## src/rtl/ethernet_pkg.sv

```systemverilog
// rtl/ethernet_pkg.sv - shared Ethernet framing constants and unpackager state
package ethernet_pkg;

    typedef enum logic [2:0] {
        S_WAIT_IDLE,
        S_IDLE,
        S_RECV_HEAD,
        S_RECV_PIXELS,
        S_RECV_AUDIO,
        S_RECV_TAIL,
        S_DONE,
        S_DROP
    } unpack_state_t;

    localparam int          HEADER_BYTES      = 14;
    localparam logic [47:0] BROADCAST_MAC     = 48'hFFFF_FFFF_FFFF;
    localparam logic [47:0] DEFAULT_MAC       = 48'h69_69_5A_06_54_91;
    localparam logic [15:0] DEFAULT_ETHERTYPE = 16'h4C42;

    function automatic logic header_ok(input logic [47:0] dst, input logic [47:0] my_mac,
                                       input logic [15:0] etype, input logic [15:0] want);
        return ((dst == my_mac) || (dst == BROADCAST_MAC)) && (etype == want);
    endfunction

endpackage

```

## src/rtl/dibit_to_byte.sv

```systemverilog
// rtl/dibit_to_byte.sv - reassembles LSb-first RMII dibits into bytes
module dibit_to_byte (
    input  logic       clk,
    input  logic       rst,
    input  logic       axiiv,
    input  logic [1:0] axiid,
    output logic [7:0] byte_data,
    output logic       byte_strobe
);

    logic [1:0] dibit_cnt;
    logic [5:0] shift;

    // Any low cycle on axiiv realigns to a byte boundary.
    always_ff @(posedge clk) begin
        if (rst || !axiiv) begin
            dibit_cnt <= 2'd0;
            shift     <= 6'd0;
        end else begin
            dibit_cnt <= dibit_cnt + 2'd1;
            shift     <= {axiid, shift[5:2]};
        end
    end

    assign byte_strobe = axiiv && (dibit_cnt == 2'd3);
    assign byte_data   = {axiid, shift};

endmodule

```

## src/rtl/ethernet_unpackager.sv

```systemverilog
// rtl/ethernet_unpackager.sv - header check and pixel/audio payload split for received frames
module ethernet_unpackager
    import ethernet_pkg::*;
#(
    parameter logic [47:0] MY_MAC      = DEFAULT_MAC,
    parameter logic [15:0] ETHERTYPE   = DEFAULT_ETHERTYPE,
    parameter int          PIXEL_BYTES = 320,
    parameter int          AUDIO_BYTES = 160,
    parameter int          TAIL_BYTES  = 4
) (
    input  logic       clk,
    input  logic       rst,
    input  logic       axiiv,
    input  logic [1:0] axiid,
    output logic       pixel_axiov,
    output logic [7:0] pixel_axiod,
    output logic [8:0] pixel_index,
    output logic       audio_axiov,
    output logic [7:0] audio_axiod,
    output logic [8:0] audio_index,
    output logic       frame_done,
    output logic       frame_err
);

    logic [7:0]    byte_data;
    logic          byte_strobe;
    unpack_state_t state;
    logic [3:0]    head_cnt;
    logic [8:0]    pix_cnt;
    logic [8:0]    aud_cnt;
    logic [2:0]    tail_cnt;
    logic [47:0]   dst_mac;
    logic [7:0]    type_hi;

    dibit_to_byte u_dibit_to_byte (
        .clk        (clk),
        .rst        (rst),
        .axiiv      (axiiv),
        .axiid      (axiid),
        .byte_data  (byte_data),
        .byte_strobe(byte_strobe)
    );

    always_ff @(posedge clk) begin
        if (rst) begin
            state       <= S_WAIT_IDLE;
            head_cnt    <= 4'd0;
            pix_cnt     <= 9'd0;
            aud_cnt     <= 9'd0;
            tail_cnt    <= 3'd0;
            dst_mac     <= 48'd0;
            type_hi     <= 8'd0;
            pixel_axiov <= 1'b0;
            pixel_axiod <= 8'd0;
            pixel_index <= 9'd0;
            audio_axiov <= 1'b0;
            audio_axiod <= 8'd0;
            audio_index <= 9'd0;
            frame_done  <= 1'b0;
            frame_err   <= 1'b0;
        end else begin
            pixel_axiov <= 1'b0;
            audio_axiov <= 1'b0;
            frame_done  <= 1'b0;
            frame_err   <= 1'b0;
            case (state)
                S_WAIT_IDLE: if (!axiiv) state <= S_IDLE;
                S_IDLE: begin
                    if (axiiv) begin
                        state    <= S_RECV_HEAD;
                        head_cnt <= 4'd0;
                        pix_cnt  <= 9'd0;
                        aud_cnt  <= 9'd0;
                    end
                end
                S_RECV_HEAD: begin
                    if (!axiiv) begin
                        frame_err <= 1'b1;
                        state     <= S_IDLE;
                    end else if (byte_strobe) begin
                        head_cnt <= head_cnt + 4'd1;
                        if (head_cnt < 4'd6) dst_mac <= {dst_mac[39:0], byte_data};
                        if (head_cnt == 4'd12) type_hi <= byte_data;
                        // Ethertype low byte is still on the wire this cycle.
                        if (head_cnt == 4'(HEADER_BYTES - 1)) begin
                            if (header_ok(dst_mac, MY_MAC, {type_hi, byte_data}, ETHERTYPE)) begin
                                state <= S_RECV_PIXELS;
                            end else begin
                                state     <= S_DROP;
                                frame_err <= 1'b1;
                            end
                        end
                    end
                end
                S_RECV_PIXELS: begin
                    if (!axiiv) begin
                        frame_err <= 1'b1;
                        state     <= S_IDLE;
                    end else if (byte_strobe) begin
                        pixel_axiov <= 1'b1;
                        pixel_axiod <= byte_data;
                        pixel_index <= pix_cnt;
                        pix_cnt     <= pix_cnt + 9'd1;
                        if (pix_cnt == 9'(PIXEL_BYTES - 1)) state <= S_RECV_AUDIO;
                    end
                end
                S_RECV_AUDIO: begin
                    if (!axiiv) begin
                        frame_err <= 1'b1;
                        state     <= S_IDLE;
                    end else if (byte_strobe) begin
                        audio_axiov <= 1'b1;
                        audio_axiod <= byte_data;
                        audio_index <= aud_cnt;
                        aud_cnt     <= aud_cnt + 9'd1;
                        if (aud_cnt == 9'(AUDIO_BYTES - 1)) begin
                            state    <= S_RECV_TAIL;
                            tail_cnt <= 3'd0;
                        end
                    end
                end
                S_RECV_TAIL: begin
                    if (!axiiv) begin
                        frame_err <= 1'b1;
                        state     <= S_IDLE;
                    end else if (byte_strobe) begin
                        tail_cnt <= tail_cnt + 3'd1;
                        if (tail_cnt == 3'(TAIL_BYTES - 1)) state <= S_DONE;
                    end
                end
                S_DONE: begin
                    if (!axiiv) begin
                        frame_done <= 1'b1;
                        state      <= S_IDLE;
                    end
                end
                S_DROP:  if (!axiiv) state <= S_IDLE;
                default: state <= S_WAIT_IDLE;
            endcase
        end
    end

endmodule

```

## config.mk

```make
export PLATFORM = sky130hd
export DESIGN_NAME = ethernet_unpackager
export DESIGN_NICKNAME = d
export VERILOG_FILES = /design/src/rtl/ethernet_pkg.sv /design/src/rtl/dibit_to_byte.sv /design/src/rtl/ethernet_unpackager.sv
export SDC_FILE = /design/constraint.sdc
export NUM_CORES = 1
export LEC_CHECK = 0
export CORE_MARGIN = 5
export CORE_UTILIZATION = 45
export DETAILED_ROUTE_END_ITERATION = 7
export GPL_ROUTABILITY_DRIVEN = 1
export GPL_TIMING_DRIVEN = 0
export HOLD_SLACK_MARGIN = 0.03
export PLACE_DENSITY_LB_ADDON = 0.12
export SLEW_MARGIN = 20
export SYNTH_ARGS = -nofsm -noshare
export SYNTH_HDL_FRONTEND = slang
export SYNTH_SLANG_ARGS = --single-unit
```

## constraint.sdc

```tcl
create_clock -name clk -period 1.8 [get_ports clk]
set_input_delay 0.54 -clock clk [delete_from_list [all_inputs] [get_ports clk]]
set_output_delay 0.54 -clock clk [all_outputs]
set_load 0.02 [all_outputs]
```

# Word level (Yosys, flattened, before mapping)
# Cells that the tools add are included.
totals:
  reg_bits: 130
  input_bits: 5
  out_inout_bits: 38
  wordCells: 126
classes:
  add_sub_neg: 5
  order_cmp: 1
  eq_ne: 35
  mux: 41
  n_bitwise: 3
  n_reduce_logical: 24
ops:
  columns: ["operator", "count"]
  rows:
  - ["two-way mux 3 bit", 20]
  - ["== test 48 x 47 -> 1 bit (second input constant)", 1]
  - ["== test 48 bit (second input constant)", 1]
  - ["two-way mux 9 bit", 5]
  - ["one-hot mux 9 bit (2 select lines)", 2]
  - ["!= test 3 bit (second input constant)", 8]
  - ["!= test 2 bit (second input constant)", 11]
  - ["AND reduction 4 bit", 5]
  - ["adder 9 x 1 -> 9 bit (second input constant)", 2]
  - ["one-hot mux 3 bit (6 select lines)", 1]
  - ["== test 16 x 15 -> 1 bit (second input constant)", 1]
  - ["== test 3 bit (second input constant)", 4]
  - ["two-way mux 4 bit", 3]
  - ["AND reduction 10 bit", 1]
  - ["== test 3 x 2 -> 1 bit (second input constant)", 3]
  - ["== test 9 x 8 -> 1 bit (second input constant)", 1]
  - ["== test 9 bit (second input constant)", 1]
  - ["== test 4 bit (second input constant)", 2]
  - ["one-hot mux 4 bit (2 select lines)", 1]
  - ["nonzero test 2 bit", 4]
  - ["two-way mux 1 bit", 7]
  - ["one-hot mux 3 bit (2 select lines)", 1]
  - ["AND reduction 3 bit", 2]
  - ["AND reduction 6 bit", 1]
  - ["14 further kinds", 21]

# Depth between registers and ports, before layout
# Gate-level depths: netlist of the first run.
logic_depth:
  word_depth: 8
  ltp_mapped: 8
  mapped_depth_nobuf: 7

# Hierarchy
# From an unflattened synthesis of the first run, not the netlist that was laid out.
hier_totals:
  cells_unflattened: 627
  hier_area_um2: 5275.1
modules_own_cells:
  columns: ["module", "n_inst", "cells_each", "area_each_um2"]
  rows:
  - ["ethernet_unpackager", 1, 607, 5007.3]
  - ["dibit_to_byte", 1, 20, 267.8]

# Least setup slack after synthesis of the first run
# OpenSTA, ideal clock, no wires.
synth_timing:
  path_type: "input port to flip-flop"
  start: "input port axiid[1]"
  end: "register frame_err"
  setup_time_ns: 0.121
  arrival_time_ns: 1.611
  slack_ns: 0.068
  stages: 5
  cell_sequence: "or4_1 nor4_1 nand2_1 o211ai_1 a21oi_1"
synth_via:
  elab_chain_len: 7
synth_lines:
  columns: ["element", "line", "rtl"]
  rows:
  - ["start, declared", "ethernet_unpackager.sv:14", "input logic [1:0] axiid,"]
  - ["== test 16 x 15 -> 1 bit", "ethernet_pkg.sv:22", "return ((dst == my_mac) || (dst == BROADCAST_MAC)) && (etype == want);"]
  - ["logical AND 1 bit", "ethernet_pkg.sv:22", null]
  - ["two-way mux 1 bit", "ethernet_unpackager.sv:86", "if (header_ok(dst_mac, MY_MAC, {type_hi, byte_data}, ETHERTYPE)) begin"]
  - ["two-way mux 1 bit", "ethernet_unpackager.sv:85", "if (head_cnt == 4'(HEADER_BYTES - 1)) begin"]
  - ["two-way mux 1 bit", "ethernet_unpackager.sv:80", "end else if (byte_strobe) begin"]
  - ["two-way mux 1 bit", "ethernet_unpackager.sv:77", "if (!axiiv) begin"]
  - ["one-hot mux 1 bit (2 select lines)", "ethernet_unpackager.sv:66", "case (state)"]
  - ["end signal, assigned", "ethernet_unpackager.sv:65", "frame_err <= 1'b0;"]
  - ["end signal, assigned", "ethernet_unpackager.sv:78", "frame_err <= 1'b1;"]
  - ["end signal, assigned", "ethernet_unpackager.sv:90", "frame_err <= 1'b1;"]
  - ["end, declared", "ethernet_unpackager.sv:22", "output logic frame_err"]
# Every way passes these cells.
# A chain may end at the register's enable or synchronous reset.

# Worst setup path in the final report of the first run
# Ends and elaborated chain as after synthesis.

==> summary.txt, run 1 <==
Logic synthesis
  • Cell taking the most area after synthesis: dfxtp_1
  • Top cells by count, synth: 180 x nand2_1, 130 x dfxtp_1, 97 x a21oi_1
  • Area contributors post-synth: dfxtp_1 50%, nand2_1 13%, a21oi_1 9.3%
  • Seq/Total Area, Yosys: 50.1%
  • Syn Area/Cell: 8.17 um2
  • EDFF count, synth: 0
  • Post-Syn Area: 5200 um2
  • Synth Warn #: 0
  • Mapped Cells: 636
  • Syn Nets: 649
  • FFs w/ async S/R, synth: 0%
  • Yosys reg bits: 130
  • Synth top area share: 50.1%
  • Synth Flop Type: dfxtp_1
  • Synth unique cells: 47
  • Most frequent cell after synthesis: nand2_1

Route
  • Metal3 WL: 558 um
  • Metal2 WL: 6500 um
  • Initial DRT Pass Iterations: 4
  • Via count: 4535
  • DRC viols: 0
  • WL/cell: 15.5 um
  • 1st-iter DRT viols: 330
  • WL final: 13300 um
  • Met1 WL: 6000 um
  • DR vias/cell: 5.28
  • Final ANT Viol Nets: 0
  • Top Metal Used: met4

Final layout
  • Layout cells sized above 1: between 10% and 20%
  • Diode count: 0
  • NumNets Final: around 720
  • Finished Layout Cells: 859
  • P&R area growth vs syn: 27.2%
  • Fillers: 1034

GRT
  • All-Layer GR Usage: between 15 and 20%
  • GRT overflow: 0
  • Initial antenna violation count: 0
  • Pin count of the biggest net entering global routing: 17
  • Vias in the first global route: between 4000 and 5000
  • Global-route wire length before repair: about 22000 um

Placed design
  • Post-DP HPWL: roughly 9300 um
  • Port bufs: 41
  • Pre-CTS setup slack: -0.937 ns
  • Gp weighted congestion: about 0.85
  • Dpl cells: 820

Timing
  • Setup TNS: 0 ns
  • Final setup margin: 0.0566 ns
  • Crit share post-route: 96.9%
  • Slew HR: 61.1%
  • Clk_skew: 0.0104 ns
  • Minimum clock period: around 1.7 ns
  • Setup violations, final: 0
  • Final Hold Fails: 0
  • Max Slew Vio Count: 0
  • Worst slew pin tran: between 0.5 and 0.6 ns
  • Max Freq: ~570 MHz

Power and ir drop
  • Pwr Total: 6530 uW
  • Leak Pwr: 0.00241 uW
  • VDD IR max: roughly 0.8 mV
  • Pwr dens: 988 nW/um2

Clock tree
  • Num CTS Buffers: 17
  • Maximum clock path buffer count: 2
  • Hold buffers post-CTS: 0
  • H-tree Lvls: 4
  • Clock latency on the worst-skew pair: 0.41 ns
  • TritonCTS clock tree: built
  • CTS Root Cell: clkbuf_16
  • Worst-path clk slew: 0.05 ns
  • Clk sinks: 130

Setup path
  • Nature of the critical path startpoint: input pin
  • FF-to-FF Start: type_hi[5]
  • Critical path type: in2reg
  • WP data arrival: slightly above 2 ns
  • CP Max Fanout: 6
  • Worst Setup End Kind: register
  • Critical Path RT: 2.09 ns
  • CP startpoint: axiid[1]

Run
  • Number of max-cap violations: 0

Floorplanning
  • Chip height: 117 um
  • Die Width: 117 um
  • Starting density of the core: 45.7%
  • Total core area: approximately 11000 um2
  • Row count: 39
  • Die ar.: 13800 um2
  • Top Ports: 43

Hold path
  • Hold Path Class: reg2reg
  • Hold Startpoint: u_dibit_to_byte.dibit_cnt[0]

Status
  • Run status: finished clean
cell usage in the layout, fill, tap and decap left out, types with 5 or more instances in the layout:
cell	count
clkbuf_1	18
dfxtp_4	5
inv_1	7
nor2_1	41
mux2i_1	8
dlygate4sd2_1	39
nor4_1	13
o21ai_0	6
buf_2	6
clkbuf_16	17
clkbuf_2	7
xor2_1	12
dfxtp_1	121
nand4_1	15
nand2_1	178
buf_4	12
and2_1	11
or3_1	6
nand3_1	7
a21oi_1	95
ha_1	6
worst paths after layout:
check / to / slack, ns / cells after the start
hold reg to reg: u_dibit_to_byte.dibit_cnt[0] / 0.43 / 1
hold / removal: u_dibit_to_byte.dibit_cnt[0] / 0.43 / 1
setup reg to reg: frame_err / 0.06 / 5
setup / recovery: frame_err / 0.06 / 6
critical path, cell delays in order:
cell and delay [ns]:
clkdlybuf4s15_2 0.28, or4_4 0.58, nor4_4 0.20, nand2_1 0.12, o211ai_1 0.23, a21oi_2 0.08
metrics by stage:
| step | instance area (um2) | util [%] | hold WS, ns |
|---|---|---|---|
| 2_1_floorplan | 5200 | - | 0.398 |
| 3_5_place_dp | 5790 | 50.9 | 0.413 |
| 3_3_place_gp | 5790 | 50.9 | 0.409 |
| 4_1_cts | 6450 | 56.7 | 0.452 |
| 6_report | 6610 | 58.1 | 0.432 |
| 5_1_grt | 6610 | 58.1 | 0.458 |
layer usage:
layer,vias up,GRT usage (%)
li1,2304,-
met1,2132,24.2
met4,0,8.46
met2,82,32.9
met3,17,6.05
met5,-,0
power breakdown:
group          switching [uW]  total, uW  internal (uW)  leakage, uW
sequential               17.8       2910           2890      0.00105
clock                    1160       3280           2120     0.000280
combinational             208        338            130      0.00108
cell type report:
type / instances / area, um2 / share of cell area, %
Sequential cell: 130 / 2630 / 39.7
Tap cell: 143 / 179 / 2.71
Clock inverter: 6 / 80.1 / 1.21
Buffer: 35 / 201 / 3.05
Inverter: 8 / 30.0 / 0.454
Timing Repair Buffer: 52 / 453 / 6.85
Clock buffer: 24 / 482 / 7.29
Multi-Input combinational cell: 461 / 2560 / 38.7
registers in the layout, indices dropped and copies added (netlist names):
register	flops
aud_cnt	9
audio_axiod	8
audio_axiov	1
audio_index	9
dst_mac	48
frame_done	1
frame_err	1
head_cnt	4
pix_cnt	9
pixel_axiod	8
pixel_axiov	1
pixel_index	9
state	3
tail_cnt	3
type_hi	8
u_dibit_to_byte.dibit_cnt	2
u_dibit_to_byte.shift	6
cell families (layout without fill, tap and decap cells):
logic type               count (synthesis)  after routing  share of synthesized area, %
multiplexers                             8              8                          1.54
AO/OA/AOI/OAI                          119            119                          12.8
adder cells (fa/ha/maj)                  8              8                          1.93
AND/OR/NAND/NOR                        313            313                          27.5
flip-flops                             130            130                          50.1
buffers and inverters                   45            125                          3.97
XOR/XNOR                                13             13                          2.19
timing repair:
action / in CTS / in global routing
resized for setup: 68 / 42
setup buffers: 4 / 7
endpoints found under the setup margin: 157 / 84
pin swaps: 5 / 12
Power figures use the tool's default switching activity.
==> run 2: changes to the inputs <==
--- a/config.mk
+++ b/config.mk
@@ -12,6 +12,7 @@
 export GPL_TIMING_DRIVEN = 0
 export HOLD_SLACK_MARGIN = 0.03
 export PLACE_DENSITY_LB_ADDON = 0.12
+export SKIP_CTS_REPAIR_TIMING = 1
 export SLEW_MARGIN = 20
 export SYNTH_ARGS = -nofsm -noshare
 export SYNTH_HDL_FRONTEND = slang
==> run 2 against run 1 <==
- combinational power fell by 6%
- final cell count rose by 0.70%
- sequential share of layout area fell by 1.4 points
- clock skew fell by 0.0024 ns
- utilization rose by 1.9 points
- via count rose by 1.3%
- hold slack got worse by 0.0057 ns
- clock power barely moved
- global-route usage fell by 0.19 points
- register-to-register slack got worse by 0.05 ns
- sequential power barely moved
- critical endpoint is now state[0]
- highest routed layer unchanged
==> summary.txt, run 2 (synthesized netlist as in run 1, its figures left out) <==
Clock tree
  • Clock latency on the worst-skew pair: 0.41 ns
  • Worst-path clk slew: 0.05 ns
  • H-tree Lvls: 4
  • Num CTS Buffers: 17
  • TritonCTS clock tree: built
  • Clk sinks: 130
  • Maximum clock path buffer count: 2
  • CTS Root Cell: clkbuf_16

Route
  • Initial DRT Pass Iterations: 6
  • DR vias/cell: 5.31
  • DRC viols: 0
  • WL/cell: 15.6 um
  • WL final: 13500 um
  • Final ANT Viol Nets: 0
  • Via count: ~4600
  • 1st-iter DRT viols: about 320

Hold path
  • Hold Path Class: reg2reg
  • Hold path depth: 1

Setup path
  • Critical Path RT: around 2.1 ns
  • Worst Setup End Kind: register
  • CP Max Fanout: 10
  • Reg2reg path depth: 6
  • WP data arrival: about 2.1 ns
  • Nature of the critical path startpoint: register
  • Critical path type: reg2reg

Timing
  • Max Freq: 556 MHz
  • Fin Hold WS: 0.426 ns
  • Unrepaired setup endpoints after global routing: true
  • Setup violations, final: 0
  • Final Hold Fails: 0
  • Minimum clock period: between 1.5 and 2 ns
  • Crit share post-route: 99.9%
  • Final setup margin: between 0.0015 and 0.002 ns
  • Clk_skew: 0.00799 ns
  • Slew HR: between 60 and 70%
  • Worst slew pin tran: 0.577 ns
  • Max Slew Vio Count: 0

Final layout
  • Layout cells sized above 1: ~15%
  • Utilization after layout: roughly three fifths
  • Area of the multi-input gates: 2590 um2
  • Max reg flops: 48
  • Commonest non-fill, non-tap cells in the layout: 178 x nand2_1, 124 x dfxtp_1, 88 x a21oi_1
  • Storage element area: around 2600 um2
  • P&R area growth vs syn: 31.4%
  • Fillers: 1019
  • Layout Cell Area excl Fill: about 6800 um2
  • Top register by number of flip-flops: dst_mac
  • NumNets Final: 724
  • Diode count: 0
  • Commonest non-fill, non-tap cell in the layout: nand2_1

Power and ir drop
  • Leak Pwr: 0.00299 uW
  • Pwr Total: ~6500 uW
  • Pwr dens: about 950 nW/um2
  • VDD IR max: 0.822 mV

Floorplanning
  • Die ar.: 13800 um2
  • Chip height: 117 um
  • Top Ports: 43
  • Starting density of the core: 45.7%
  • Total core area: 11400 um2
  • Die Width: ~120 um
  • Row count: 39

GRT
  • All-Layer GR Usage: between 10% and 20%
  • Initial antenna violation count: 0
  • Global-route wire length before repair: 22300 um
  • Vias in the first global route: roughly 4400
  • GRT overflow: 0
  • Pin count of the biggest net entering global routing: 17

Status
  • Run status: finished clean

Run
  • Number of max-cap violations: 0

Placed design
  • Pre-CTS setup slack: -0.937 ns
  • Port bufs: between 40 and 50
  • Post-DP HPWL: 9320 um
  • Area post-placement: 5790 um2
  • Gp weighted congestion: about 0.85
-- run 2: cell count changes in the layout (fill, tap and decap cells not counted), sizes merged --
cell / change
dlymetal6s2s: +39
clkbuf: +2
buf: +5
dlygate4sd2: -39
clkdlybuf4s15: -1
-- run 2: critical path, cell delays in order (launching register included) --
cell	delay, ns
dfxtp_1	0.35
buf_2	0.26
or3b_1	0.39
o311ai_2	0.11
a22oi_2	0.16
and3_1	0.20
a211oi_1	0.24
-- run 2: layout make-up --
cell class / count / area share, %
Timing Repair Buffer: 58 / 9.35
Clock inverter: 6 / 1.17
Inverter: 8 / 0.440
Sequential cell: 130 / 38.3
Buffer: 35 / 3.13
Multi-Input combinational cell: 461 / 37.9
Tap cell: 143 / 2.62
Clock buffer: 24 / 7.06
-- run 2: per-stage QoR --
| stage | cells | setup TNS, ns |
|---|---|---|
| 2_1_floorplan | 636 | 0 |
| 5_1_grt | 865 | -0.651 |
| 3_5_place_dp | 820 | -81.97 |
| 6_report | 865 | 0 |
| 3_3_place_gp | 820 | -80.73 |
| 4_1_cts | 850 | -32.65 |
-- run 2: final timing paths --
| path | startpoint | endpoint | slack, ns |
|---|---|---|---|
| max | state[0] | state[0] | 0.002 |
| min | u_dibit_to_byte.dibit_cnt[0] | u_dibit_to_byte.dibit_cnt[0] | 0.43 |
| max reg2reg | state[0] | state[0] | 0.002 |
| min reg2reg | u_dibit_to_byte.dibit_cnt[0] | u_dibit_to_byte.dibit_cnt[0] | 0.43 |
-- run 2: routing by layer --
layer,global-route usage [%],routed length [um],up-vias
li1,-,-,2324
met1,24.1,5890,2137
met2,32.3,6610,108
met3,5.96,690,25
met4,8.60,276,0
met5,0,0,-
-- run 2: power breakdown --
part | switching [uW] | leakage [uW] | internal (uW)
Combinational | 205 | 0.00166 | 114
Sequential | 17.4 | 0.00105 | 2890
Clock | 1170 | 0.000280 | 2120
Total | 1390 | 0.00299 | 5130
